[src/rtl/clk_div_bank.sv]
// -----------------------------------------------------------------------------
// clk_div_bank
//
// A bank of independent programmable clock dividers. Each channel counts
// system-clock edges up to its active divisor D. It emits a one-cycle tick
// at every terminal count and toggles a 50%-duty divided clock level, so the
// divided clock has a period of 2*D cycles.
//
// A new divisor is accepted through a valid/ready handshake into a
// per-channel shadow register. It becomes active only at the channel's next
// terminal count, or on the next edge if the channel is disabled or sync is
// asserted, so the divided clock never glitches. A global sync restarts all
// channels in phase.
//
// Ports
//   clk        system clock, all logic on the rising edge
//   rst_n      asynchronous active-low reset
//   en         per-channel run enable
//   sync       one-cycle restart of every channel
//   cfg_valid  divisor update request
//   cfg_ready  update can be accepted this cycle (combinational)
//   cfg_chan   target channel of the update
//   cfg_div    new divisor D (1 .. 2^CNT_W-1)
//   cfg_err    one-cycle pulse after a rejected request (D==0 or bad channel)
//   tick       per-channel one-cycle strobe at terminal count
//   clkout     per-channel divided clock level
// -----------------------------------------------------------------------------
module clk_div_bank #(
    parameter int CHANNELS    = 4,
    parameter int CNT_W       = 16,
    parameter int DEFAULT_DIV = 50000,
    localparam int CHW        = (CHANNELS > 1) ? $clog2(CHANNELS) : 1
) (
    input  logic                clk,
    input  logic                rst_n,
    input  logic [CHANNELS-1:0] en,
    input  logic                sync,
    input  logic                cfg_valid,
    output logic                cfg_ready,
    input  logic [CHW-1:0]      cfg_chan,
    input  logic [CNT_W-1:0]    cfg_div,
    output logic                cfg_err,
    output logic [CHANNELS-1:0] tick,
    output logic [CHANNELS-1:0] clkout
);

    localparam logic [CNT_W-1:0] DIV_RST  = CNT_W'(DEFAULT_DIV);
    localparam logic [CNT_W-1:0] ONE      = CNT_W'(1);
    // One extra bit so the channel count itself is representable (e.g. 16).
    localparam logic [CHW:0]     CHAN_LIM = (CHW + 1)'(CHANNELS);

    logic [CHANNELS-1:0] sel_vec;
    logic [CHANNELS-1:0] pend_vec;
    logic                chan_ok;
    logic                div_ok;
    logic                xfer;
    logic                cfg_err_reg;

    assign chan_ok = {1'b0, cfg_chan} < CHAN_LIM;
    assign div_ok  = (cfg_div != '0);

    // An out-of-range channel is always "ready" so that the request is
    // consumed and reported through cfg_err rather than stalling forever.
    assign cfg_ready = chan_ok ? ~|(pend_vec & sel_vec) : 1'b1;
    assign xfer      = cfg_valid && cfg_ready;

    always_ff @(posedge clk or negedge rst_n) begin
        if (!rst_n) begin
            cfg_err_reg <= 1'b0;
        end else begin
            cfg_err_reg <= xfer && !(chan_ok && div_ok);
        end
    end

    assign cfg_err = cfg_err_reg;

    for (genvar gi = 0; gi < CHANNELS; gi++) begin : g_chan
        logic [CNT_W-1:0] cnt_reg;
        logic [CNT_W-1:0] div_reg;
        logic [CNT_W-1:0] nxt_reg;
        logic             pend_reg;
        logic             tick_reg;
        logic             clkout_reg;
        logic             at_term;
        logic             apply_now;
        logic             load_now;

        assign sel_vec[gi] = (cfg_chan == CHW'(gi));
        assign at_term     = (cnt_reg == (div_reg - ONE));

        // A pending divisor is swapped in whenever the counter restarts from
        // zero: terminal count, disable, or sync.
        assign apply_now = pend_reg && (sync || !en[gi] || at_term);
        assign load_now  = xfer && sel_vec[gi] && div_ok;

        always_ff @(posedge clk or negedge rst_n) begin
            if (!rst_n) begin
                cnt_reg    <= '0;
                div_reg    <= DIV_RST;
                nxt_reg    <= DIV_RST;
                pend_reg   <= 1'b0;
                tick_reg   <= 1'b0;
                clkout_reg <= 1'b0;
            end else begin
                // Sync wins over a coincident terminal count: no tick, no toggle.
                if (sync || !en[gi]) begin
                    cnt_reg    <= '0;
                    tick_reg   <= 1'b0;
                    clkout_reg <= 1'b0;
                end else if (at_term) begin
                    cnt_reg    <= '0;
                    tick_reg   <= 1'b1;
                    clkout_reg <= ~clkout_reg;
                end else begin
                    cnt_reg    <= cnt_reg + ONE;
                    tick_reg   <= 1'b0;
                end

                if (apply_now) begin
                    div_reg  <= nxt_reg;
                    pend_reg <= 1'b0;
                end

                // Placed after the apply so that a same-edge load leaves the
                // new value pending while the old shadow value goes active.
                if (load_now) begin
                    nxt_reg  <= cfg_div;
                    pend_reg <= 1'b1;
                end
            end
        end

        assign pend_vec[gi] = pend_reg;
        assign tick[gi]     = tick_reg;
        assign clkout[gi]   = clkout_reg;
    end

endmodule

[config.mk]
export PLATFORM = sky130hd
export DESIGN_NAME = clk_div_bank
export DESIGN_NICKNAME = d
export VERILOG_FILES = /design/src/rtl/clk_div_bank.sv
export SDC_FILE = /design/constraint.sdc
export NUM_CORES = 1
export LEC_CHECK = 0
export ABC_AREA = 1
export BUFFER_PORTS_ARGS = -buffer_cell sky130_fd_sc_hd__buf_2
export CORE_AREA = 2 2 115 172
export CTS_CLUSTER_DIAMETER = 50
export CTS_CLUSTER_SIZE = 12
export DETAILED_ROUTE_END_ITERATION = 10
export DIE_AREA = 0 0 117 174
export GPL_TIMING_DRIVEN = 0
export PLACE_DENSITY = 0.73
export SETUP_SLACK_MARGIN = 0.3
export SYNTH_ARGS = -nofsm -noshare
export SYNTH_HDL_FRONTEND = slang
export SYNTH_SLANG_ARGS = --single-unit
[constraint.sdc]
create_clock -name clk -period 2.3 [get_ports clk]
set_input_delay 0.46 -clock clk [delete_from_list [all_inputs] [get_ports clk]]
set_output_delay 0.46 -clock clk [all_outputs]
set_load 0.02 [all_outputs]
==> results of run 1 <==
-- repair_timing --
action                                  in CTS  in global routing
pin swaps                                   37                 55
resized for setup                          125                155
hold buffers                                 0                  0
gates cloned                                 4                  4
endpoints found under the setup margin     180                177
buffers inserted                            43                 36
-- worst paths after layout --
kind                                                     to  slack, ns                              from
max                        g_chan[1].div_reg[1]$_DFFE_PN0P_       0.14  g_chan[1].div_reg[0]$_DFFE_PN0P_
min                          g_chan[2].cnt_reg[2]$_DFF_PN0_      -0.04                             rst_n
max reg2reg                g_chan[1].div_reg[1]$_DFFE_PN0P_       0.14  g_chan[1].div_reg[0]$_DFFE_PN0P_
min reg2reg                g_chan[2].nxt_reg[4]$_DFFE_PN1P_       0.46  g_chan[2].nxt_reg[4]$_DFFE_PN1P_
max in group asynchronous  g_chan[1].div_reg[3]$_DFFE_PN0P_       1.31                             rst_n
min in group clk               g_chan[2].tick_reg$_DFF_PN0_       0.23                             en[2]
-- power by group through the flow --
stage               clock network (mW)  logic, mW  registers, mW
finish                            3.62       4.52           5.02
floorplan                            0       2.70           4.78
global route                      3.83       5.06           5.11
CTS                               3.67       3.92           4.93
detailed placement                   0       3.35           4.92
global placement                     0       3.24           4.92
-- worst max-delay path, cell delays in order (launching register included) --
cell     delay [ns]
dfrtp_1        0.40
inv_2          0.11
ha_4           0.17
nand2_4        0.06
buf_4          0.14
xnor2_1        0.22
nand2_1        0.08
nor3_1         0.20
nand2_1        0.14
nand2_4        0.17
nand2_4        0.09
buf_12         0.14
nand2_1        0.05
nand2_1        0.05
-- Yosys cell counts, drive strengths merged --
library cell	n	area share
clkbuf	4	0.0013
dfrtp	157	0.35
xnor2	44	0.035
dfstp	48	0.11
nand2	603	0.21
and2	4	0.0022
nor3b	3	0.0020
a21o	2	0.0013
nor3	20	0.0094
ha	8	0.0090
nand3	126	0.057
o211ai	1	0.00067
nand4	11	0.0062
or2	2	0.0011
nor4	5	0.0028
a31oi	1	0.00056
o21ai	11	0.0049
buf	36	0.022
inv	112	0.038
a21oi	11	0.0049
a221oi	1	0.0013
nor2	194	0.073
nand3b	26	0.018
xor2	45	0.035
-- metrics by stage --
stage / std cells / setup WS (ns) / hold slack, ns
after detailed placement: 1767 / -0.00384 / 0.454
after global placement: 1766 / -2.62 / 0.451
after floorplan: 1475 / 0.336 / 0.164
after global routing: 1894 / 0.0123 / 0.0344
after CTS: 1854 / 0.235 / 0.00301
final: 1894 / 0.136 / -0.0405
-- cell type report --
class                      count  area [um^2]
inverter                     112          425
fill                        1402         4930
clock inverter                 5          103
clock buffer                  35          631
sequential                   205         5200
timing repair buffer         123         1010
buffer                        40          374
tap                          256          320
multi-input combinational   1118         6010
-- layer usage --
| layer | wire length, um | global-route usage | up-vias | part of all wire |
|---|---|---|---|---|
| li1 | - | - | 4899 | - |
| met5 | 0 | 0 | - | 0 |
| met4 | 1070 | 0.0946 | 0 | 0.039 |
| met1 | 10600 | 0.298 | 4632 | 0.39 |
| met3 | 856 | 0.0286 | 76 | 0.031 |
| met2 | 14700 | 0.487 | 200 | 0.54 |
-- kinds of logic (layout without fill, tap and decap cells) --
group / count (synthesis) / after routing / synth area share
AND/OR/NAND/NOR: 994 / 994 / 0.380
flip-flops: 205 / 205 / 0.466
buffers and inverters: 152 / 315 / 0.0611
XOR/XNOR: 89 / 89 / 0.0699
AO/OA/AOI/OAI: 27 / 27 / 0.0138
adder cells (fa/ha/maj): 8 / 8 / 0.00898
==> results by group, run 1 <==
Status
  • Status: complete, but fails checks
  • Violated checks: negative hold slack

Final layout
  • Commonest non-fill, non-tap cells in the layout: nand2_1, dfrtp_1, nor2_1
  • Layout Nets: between 1.5k and 2k
  • Commonest non-fill, non-tap cell in the layout: nand2_1
  • Final Util: 0.741
  • Antenna diode count: 0
  • Area growth syn-to-layout: 26.3%
  • Fraction of layout cells with a size suffix above 1: 0.277
  • Post-route cell area: 14100 um^2

Clock tree
  • Cts bufs inserted: 22
  • Later-pin clock latency in the skew report: just over 0.5 ns
  • Clk buf depth: 3
  • Total number of H-tree levels: 1
  • Clk pin slew, worst setup/hold paths: 0.06 ns
  • CTS tree: done
  • Root cell of the clock tree: clkbuf_16
  • Clk sinks: 205

STA
  • Setup TNS: 0 ns
  • Post-route clock period utilization: 0.941
  • Period minus WS final: 2.16 ns
  • Endpoints failing hold: 16
  • Min Hold Slack: -0.0405 ns
  • Clock Skew: 0.0170 ns
  • RSZ-0062 raised after global routing: true
  • Maximum clock rate: 0.462 GHz
  • Final setup fails: 0
  • Slew @ Worst Pin: 0.751 ns
  • Slew HR: 0.499
  • Final Max Tran Viols: 0

Place
  • RePlAce Congestion: slightly below 0.9
  • Post-DP Area: between 10000 and 15000 um^2
  • Final HPWL DP: approximately 18 mm
  • I/O Buffers: 35

Global routing
  • Gr ovfl total: 0
  • Vias in the first global route: 9243
  • First-pass GRT wire length: 43.0 mm
  • GRT Total Usage: 0.260
  • Initial antenna violation count: 0
  • Largest net degree at the start of global routing: 107

Power and ir drop
  • Logic gate share of total power: 0.343
  • Switching share of total power: 0.352
  • Leakage: ~7 nW
  • Int Power: approximately 8.5 mW
  • NetSw: roughly 4.6 mW
  • Pwr/cell area: ~930 nW/um^2
  • Clock share of power: 0.275
  • Tot Pwr: 13.2 mW
  • Sequential share of power: 0.382
  • Max VDD drop: between 600 and 700 uV

Worst setup path
  • Startpoint types: register
  • Critical Path AT: 2.56 ns
  • Setup CP Type: register to register
  • Crit. End Element: register
  • Crit-path max FO: 6
  • FF-to-FF path depth: 13
  • Worst Path Required: 2.69 ns

Synth
  • Yosys cell types: 33
  • Synth warn: 0
  • Post-Syn Area per Cell: 7.56 um^2
  • Syn_nets: 1509
  • Flops & latches, synth: 205
  • Sequential area share after synthesis: 0.466
  • Cells after synthesis: approximately 1.5k
  • Synth Cell Area: 11100 um^2

Die
  • Rows: 62
  • Initial Utilization: 0.586
  • Core area: around 19000 um^2
  • Die extent in y: 174 um
  • Die W: 117 um
  • Die area: 20400 um^2
  • I/O Pins: 36

Hold path
  • Hold WC Path Type: input port to asynchronous set/reset pin

Drt
  • Total wire length: 27.2 mm
  • Drt pass-1 iters: 5
  • Initial DRC count: 470
  • DR vias: 9807
  • Final ANT Viol Nets: 0
  • DR DRC count: 0
  • Routed len/inst: 14.4 um
  • Vias/cell: 5.18

Run
  • Max_cap viols: 0
Power figures use the tool's default switching activity.
==> run 2: changes to the inputs <==
- GPL_TIMING_DRIVEN: 0 -> not set
- PLACE_DENSITY: 0.73 -> 0.76
==> run 2 against run 1 <==
Highest routed layer unchanged. Cell count decreased by 1.2%. Critical path depth is 2 higher. The run now ends clean. Non-clock buffer count shrank 25. Core utilization decreased by 0.27 points.
==> results by group, run 2 (same netlist as run 1, synthesis figures left out) <==
Status
  • Status: completed

Place
  • RePlAce Congestion: 0.902 (+1.5%)
  • Final HPWL DP: 17.7 mm (-0.81%)
  • I/O Buffers: 35 (unchanged)
  • Post-DP Area: 11700 um^2 (about the same)
  • Cell count after placement: 1754 (-0.74%)
  • Dpl ws: 0.0514 ns (+0.0552 ns)

Final layout
  • Post-route cell area: 14000 um^2 (-0.36%)
  • Commonest non-fill, non-tap cell in the layout: nand2_1
  • Fraction of layout cells with a size suffix above 1: 0.285 (+0.00828)
  • Layout Nets: 1636 (-1.2%)
  • Antenna diode count: 0 (unchanged)
  • Cell Count, Final, Fillers Out: 1871 (-1.2%)
  • Commonest non-fill, non-tap cells in the layout: nand2_1, dfrtp_1, nor2_1
  • Area growth syn-to-layout: 25.9%

Hold path
  • Hold WC Path Type: input port to register

Global routing
  • Initial antenna violation count: 1 (+1)
  • Largest net degree at the start of global routing: 58 (-46%)
  • First-pass GRT wire length: 44.4 mm (+3.2%)
  • Vias in the first global route: 9483 (+2.6%)
  • GRT Total Usage: 0.266 (+0.00543)
  • Gr ovfl total: 0 (unchanged)

Power and ir drop
  • Switching share of total power: 0.371 (+0.0192)
  • Pwr/cell area: 908 nW/um^2 (-2.8%)
  • Clock share of power: 0.240 (-0.035)
  • NetSw: 4.72 mW (+2.1%)
  • Max VDD drop: 702 uV (+14%)
  • Logic gate share of total power: 0.364 (+0.021)
  • Int Power: 8.01 mW (-6.1%)
  • Leakage: 6.79 nW (-2.3%)
  • Sequential share of power: 0.396 (+0.014)

Drt
  • Routed len/inst: 15.4 um (+6.9%)
  • Highest metal used: met4
  • Met2 routed wirelength: 15.2 mm (+3.3%)
  • DR DRC count: 0 (unchanged)
  • Met3 wire len: 1.15 mm (+34%)
  • Drt pass-1 iters: 6 (+1)
  • Vias/cell: 5.32 (+2.7%)
  • DR vias: 9948 (+1.4%)
  • M1 WL: 10.9 mm (+3.4%)
  • Initial DRC count: 723 (+54%)
  • Final ANT Viol Nets: 0 (unchanged)
  • Total wire length: 28.8 mm (+5.6%)

Die
  • Rows: 62 (unchanged)
  • Die extent in y: 174 um (unchanged)
  • I/O Pins: 36 (unchanged)
  • Die W: 117 um (unchanged)
  • Die area: 20400 um^2 (unchanged)
  • Core area: 19000 um^2 (unchanged)
  • Initial Utilization: 0.586 (unchanged)

STA
  • Period minus WS final: 2.28 ns (+0.117 ns)
  • Clock Skew: 0.0173 ns (+0.000280 ns)
  • Maximum clock rate: 0.438 GHz (-5.1%)
  • Min Hold Slack: 0.238 ns (+0.278 ns)
  • RSZ-0062 raised after global routing: true
  • Post-route clock period utilization: 0.992 (+0.0511)
  • Endpoints failing hold: 0 (-16)
  • Final setup fails: 0 (unchanged)
  • Slew HR: 0.680 (+0.181)
  • Slew @ Worst Pin: 0.480 ns (-0.271 ns)
  • Final Max Tran Viols: 0 (unchanged)
  • Setup TNS: 0 ns (unchanged)
  • Final Worst Setup Slack: 0.0182 ns (-0.117 ns)

Clock tree
  • Root cell of the clock tree: clkbuf_16
  • Clk sinks: 205 (unchanged)
  • Later-pin clock latency in the skew report: 0.51 ns (about the same)
  • Total number of H-tree levels: 1 (unchanged)
  • Clk pin slew, worst setup/hold paths: 0.06 ns (about the same)
  • Clk buf depth: 3 (unchanged)
  • CTS tree: done
  • Cts bufs inserted: 21 (-4.5%)

Worst setup path
  • Setup CP Type: register to register
  • Startpoint types: register
  • Critical Path AT: 2.72 ns (+0.16 ns)
  • Worst Path Required: 2.74 ns (+0.05 ns)
  • Crit. End Element: register
  • Crit-path cells: nor2_2, nand2_1, nor2_1, nand3b_1, nand2_1, inv_1, nor2_1, nand2_1, nor2_2, nand2_2, nand2_4, buf_12, buf_12, nand3_1, nand2_1
  • Crit-path max FO: 6 (unchanged)
  • CP max stage delay: 0.46 ns (+0.06 ns)
  • CP max stage cell: dfrtp_1
  • CP dominant cell by count: nand2_1

Run
  • Max_cap viols: 0 (unchanged)
## run 2: cell types whose count changed in the layout (fill, tap and decap cells not counted), sizes merged, moves of 3 or more
| cell | before | now |
|---|---|---|
| bufinv | 3 | 0 |
| clkbuf | 42 | 36 |
| buf | 156 | 134 |
| nand2 | 603 | 609 |
## run 2: timing repair
| item | 4_1_cts | 5_1_grt |
|---|---|---|
| pin swaps | 43 | 92 |
| resized for setup | 90 | 197 |
| endpoints found under the setup margin | 133 | 140 |
| hold buffers | 1 | 0 |
| gates cloned | 4 | 8 |
| setup buffers | 43 | 25 |
| endpoints found under the hold margin | 36 | 0 |
## run 2: metal layers
layer,up-vias,global-route usage
met5,-,0
met1,4741,0.318
met3,106,0.0356
li1,4841,-
met4,0,0.116
met2,260,0.469
## run 2: worst max-delay path: cells and delay by family (launching register included)
kind | cells | cell delay (ns)
AND/OR/NAND/NOR | 12 | 1.40
buffers and inverters | 3 | 0.34
flip-flops | 1 | 0.46
## run 2: worst paths after layout
check / from / cells past startpoint / end / slack (ns)
max: g_chan[0].div_reg[7]$_DFFE_PN0P_ / 15 / g_chan[0].div_reg[1]$_DFFE_PN0P_ / 0.02
min: cfg_div[15] / 3 / g_chan[0].nxt_reg[15]$_DFFE_PN1P_ / 0.24
max reg2reg: g_chan[0].div_reg[7]$_DFFE_PN0P_ / 15 / g_chan[0].div_reg[1]$_DFFE_PN0P_ / 0.02
min reg2reg: g_chan[2].nxt_reg[4]$_DFFE_PN1P_ / 2 / g_chan[2].nxt_reg[4]$_DFFE_PN1P_ / 0.46
max in group asynchronous: rst_n / 3 / g_chan[1].nxt_reg[15]$_DFFE_PN1P_ / 1.10
min in group asynchronous: rst_n / 2 / g_chan[2].cnt_reg[1]$_DFF_PN0_ / 0.50
## run 2: power by group through the flow
| stage | registers, mW | clock network (mW) | logic, mW |
|---|---|---|---|
| 2_1_floorplan | 4.78 | 0 | 2.70 |
| 3_3_place_gp | 4.92 | 0 | 3.26 |
| 3_5_place_dp | 4.92 | 0 | 3.37 |
| 4_1_cts | 4.93 | 3.11 | 3.97 |
| 5_1_grt | 5.11 | 3.25 | 5.14 |
| 6_report | 5.04 | 3.06 | 4.64 |
## run 2: layout make-up
cell class / instances / area (um^2)
Multi-Input combinational cell: 1124 / 6220
Clock inverter: 3 / 18.8
Tap cell: 256 / 320
Clock buffer: 33 / 571
Inverter: 112 / 423
Timing Repair Buffer: 138 / 1260
Sequential cell: 205 / 5210
Fill cell: 1357 / 4980
## run 2: metrics by stage
stage                     power, mW  utilization
after CTS                      12.0        0.687
after global routing           13.5        0.738
after detailed placement       8.30        0.615
after global placement         8.18        0.615
final                          12.7        0.738
after floorplan                7.47            -
==> run 3: changes to the inputs <==
- ABC_AREA: 1 -> 0
- CORE_AREA: 2 2 115 172 -> 2 2 118 177
- DIE_AREA: 0 0 117 174 -> 0 0 120 179
==> run 3 against run 2 <==
The run now ends with negative setup slack left. Combinational power up 21%. Core utilization up 12 points. Register-to-register slack worse by 0.95 ns. Critical path type unchanged.
==> results by group, run 3 <==
Worst setup path
  • FF-to-FF Start: g_chan[2].div_reg[3]$_DFFE_PN0P_
  • Crit-path cells: or4_4, o2111a_1, nor4_1, nor4bb_2, nand4_1, buf_6, buf_12, nor3_2, a311o_1
  • Crit path buf inv count: 2 (-1)
  • Crit. End Element: register
  • CP max stage delay: 0.64 ns (+0.18 ns)
  • FF-to-FF path depth: 9 (-6)
  • Reg2reg setup slack: -0.93 ns (-0.95 ns)
  • RR Endpoint: g_chan[2].div_reg[3]$_DFFE_PN0P_
  • Startpoint types: register
  • Setup CP Type: register to register
  • Critical Path AT: 3.63 ns (+0.91 ns)
  • CP max stage cell: nor4_1
  • Cell family with most CP delay: simple AND/OR/NAND/NOR gates
  • Crit-path max FO: 9 (+3)
  • Worst Path Required: 2.70 ns (-0.04 ns)
  • Cell depth of the worst setup path: 9 (-6)

Synth
  • Top_reg_cell synth: dfrtp_1
  • Synth warn: 0 (unchanged)
  • Post-synth top area cell: dfrtp_1
  • Area fraction of the dominant cell type after synthesis: 0.336 (-0.0169)
  • Post-Syn Area per Cell: 9.90 um^2 (+31%)
  • Cells after synthesis: 1182 (-20%)
  • Synth Cell Area: 11700 um^2 (+5.0%)
  • Syn_nets: 1216 (-19%)
  • Ranking of synthesized cells by area: dfrtp_1, dfstp_2, mux2_2
  • Synth top cells by count: dfrtp_1, nand2_1, nor2_1
  • Post-synth ARST share: 1.00 (unchanged)
  • Cell with the most instances after synthesis: dfrtp_1
  • Sequential area share after synthesis: 0.443 (-0.0223)
  • Flops & latches, synth: 205 (unchanged)
  • EDFF count, synth: 0 (unchanged)
  • Yosys cell types: 72 (+120%)

Clock tree
  • Cts bufs inserted: 21 (unchanged)
  • Clk sinks: 205 (unchanged)
  • Later-pin clock latency in the skew report: 0.53 ns (+0.02 ns)
  • CTS tree: done
  • Total number of H-tree levels: 1 (unchanged)
  • Clk buf depth: 3 (unchanged)
  • Root cell of the clock tree: clkbuf_16
  • Clk pin slew, worst setup/hold paths: 0.06 ns (about the same)

STA
  • Final setup fails: 178 (+178)
  • Final Worst Setup Slack: -0.932 ns (-0.950 ns)
  • Post-route clock period utilization: 1.41 (+0.413)
  • Period minus WS final: 3.23 ns (+0.950 ns)
  • Maximum clock rate: 0.309 GHz (-29%)
  • Endpoints failing hold: 0 (unchanged)
  • Final Max Tran Viols: 0 (unchanged)
  • Clock Skew: 0.0199 ns (+0.00262 ns)
  • Slew @ Worst Pin: 0.944 ns (+0.464 ns)
  • Slew HR: 0.369 (-0.311)
  • RSZ-0062 raised after global routing: true

Power and ir drop
  • Leakage: 7.27 nW (+7.1%)
  • Pwr/cell area: 828 nW/um^2 (-8.8%)
  • Max VDD drop: 587 uV (-16%)

Place
  • Final HPWL DP: 21.5 mm (+21%)
  • I/O Buffers: 35 (unchanged)
  • Cell count after placement: 1594 (-9.1%)
  • RePlAce Congestion: 0.883 (-2.0%)

Die
  • Core area: 20100 um^2 (+5.8%)
  • Die area: 21500 um^2 (+5.5%)
  • Die extent in y: 179 um (+2.9%)
  • I/O Pins: 36 (unchanged)
  • Die W: 120 um (+2.6%)
  • Initial Utilization: 0.582 (-0.00395)
  • Rows: 64 (+3.2%)

Global routing
  • GRT Total Usage: 0.341 (+0.0754)
  • Gr ovfl total: 0 (unchanged)
  • First-pass GRT wire length: 58.1 mm (+31%)
  • Vias in the first global route: 11.2k (+18%)
  • Largest net degree at the start of global routing: 57 (-1.7%)
  • Initial antenna violation count: 0 (-1)

Drt
  • DR DRC count: 0 (unchanged)
  • Final ANT Viol Nets: 0 (unchanged)
  • Drt pass-1 iters: 7 (+1)
  • Vias/cell: 7.18 (+35%)
  • DR vias: 12.5k (+25%)
  • Initial DRC count: 2000 (+180%)
  • Total wire length: 50.0 mm (+74%)
  • Routed len/inst: 28.9 um (+88%)

Final layout
  • Final Util: 0.854 (+0.116)
  • Layout Nets: 1488 (-9.0%)
  • Cell Count, Final, Fillers Out: 1733 (-7.4%)
  • Commonest non-fill, non-tap cell in the layout: buf_4
  • Seq. cell area: 5190 um^2 (-0.29%)
  • FILL cells: 829 (-39%)
  • Area growth syn-to-layout: 46.6%
  • Commonest non-fill, non-tap cells in the layout: buf_4, dfrtp_1, nand2_1
  • Antenna diode count: 0 (unchanged)
  • Area of the multi-input gates: 7720 um^2 (+24%)
  • Fraction of layout cells with a size suffix above 1: 0.491 (+0.205)

Hold path
  • Hold wc startpoint: cfg_valid
  • Hold WC Path Type: input port to register
  • Hold Path Sink: cfg_err$_DFF_PN0_
  • Hold path cells: 3 (unchanged)

Status
  • Status: complete, but fails checks
  • Violated checks: negative setup slack

Run
  • Max_cap viols: 0 (unchanged)
## run 3: worst min-delay path, cell delays in order
cell     delay [ns]
buf_2          0.11
nand2_1        0.05
nor2_1         0.04
## run 3: report_power, final
| group | switching [mW] | leakage (nW) | internal (mW) |
|---|---|---|---|
| registers | 0.760 | 2.50 | 4.42 |
| clock network | 1.58 | 0.309 | 1.84 |
| logic | 2.91 | 4.46 | 2.71 |
| total | 5.25 | 7.27 | 8.96 |
## run 3: layout make-up
| cell class | instances | share of cell area |
|---|---|---|
| clock buffers | 36 | 0.0362 |
| clock inverters | 2 | 0.000802 |
| inverters | 24 | 0.00569 |
| multi-input cells | 866 | 0.450 |
| flip-flops and latches | 205 | 0.303 |
| well taps | 264 | 0.0192 |
| repair buffers | 336 | 0.185 |
## run 3: kinds of logic (layout without fill, tap and decap cells)
logic type / count (synthesis) / in the layout / synth area share
AND/OR/NAND/NOR: 445 / 448 / 0.194
flip-flops: 205 / 205 / 0.443
AO/OA/AOI/OAI: 197 / 197 / 0.134
XOR/XNOR: 130 / 130 / 0.0973
buffers and inverters: 114 / 398 / 0.0424
multiplexers: 83 / 83 / 0.0806
adder cells (fa/ha/maj): 8 / 8 / 0.00855
## run 3: what timing repair did
item,4_1_cts,5_1_grt
setup buffers,52,24
gates cloned,16,8
endpoints found under the setup margin,199,205
pin swaps,42,48
hold buffers,1,0
endpoints found under the hold margin,45,0
gates resized for setup,123,204
## run 3: per-stage QoR
step | power, mW | cell area [um^2] | TNS, ns | setup slack (ns) | hold slack (ns)
2_1_floorplan | 7.45 | 12400 | -32.28 | -0.534 | 0.164
3_3_place_gp | 8.79 | 14000 | -57.24 | -0.465 | 0.464
3_5_place_dp | 8.97 | 14000 | -65.99 | -0.557 | 0.473
4_1_cts | 12.8 | 15900 | -41.39 | -0.417 | 0.172
5_1_grt | 14.5 | 17200 | -92.95 | -0.965 | 0.188
6_report | 14.2 | 17200 | -86.87 | -0.932 | 0.177
## run 3: worst max-delay path by stage
| stage | to | slack [ns] | start |
|---|---|---|---|
| after floorplan | g_chan[0].div_reg[10]$_DFFE_PN0P_ | -0.53 | g_chan[0].div_reg[0]$_DFFE_PN0P_ |
| after global placement | g_chan[0].div_reg[0]$_DFFE_PN0P_ | -0.47 | g_chan[0].div_reg[1]$_DFFE_PN0P_ |
| after detailed placement | g_chan[0].div_reg[0]$_DFFE_PN0P_ | -0.56 | g_chan[0].div_reg[1]$_DFFE_PN0P_ |
| after CTS | g_chan[0].div_reg[0]$_DFFE_PN0P_ | -0.42 | g_chan[0].div_reg[0]$_DFFE_PN0P_ |
| after global routing | g_chan[2].div_reg[11]$_DFFE_PN0P_ | -0.96 | g_chan[2].div_reg[3]$_DFFE_PN0P_ |
| final | g_chan[2].div_reg[3]$_DFFE_PN0P_ | -0.93 | g_chan[2].div_reg[3]$_DFFE_PN0P_ |
## run 3: routing by layer
layer  up-vias  track usage  routed length, um
li1       4848            -                  -
met1      6014        0.362              16100
met2      1126        0.613              23500
met3       463       0.0662               5080
met4         0        0.223               5320
met5         -            0                  0
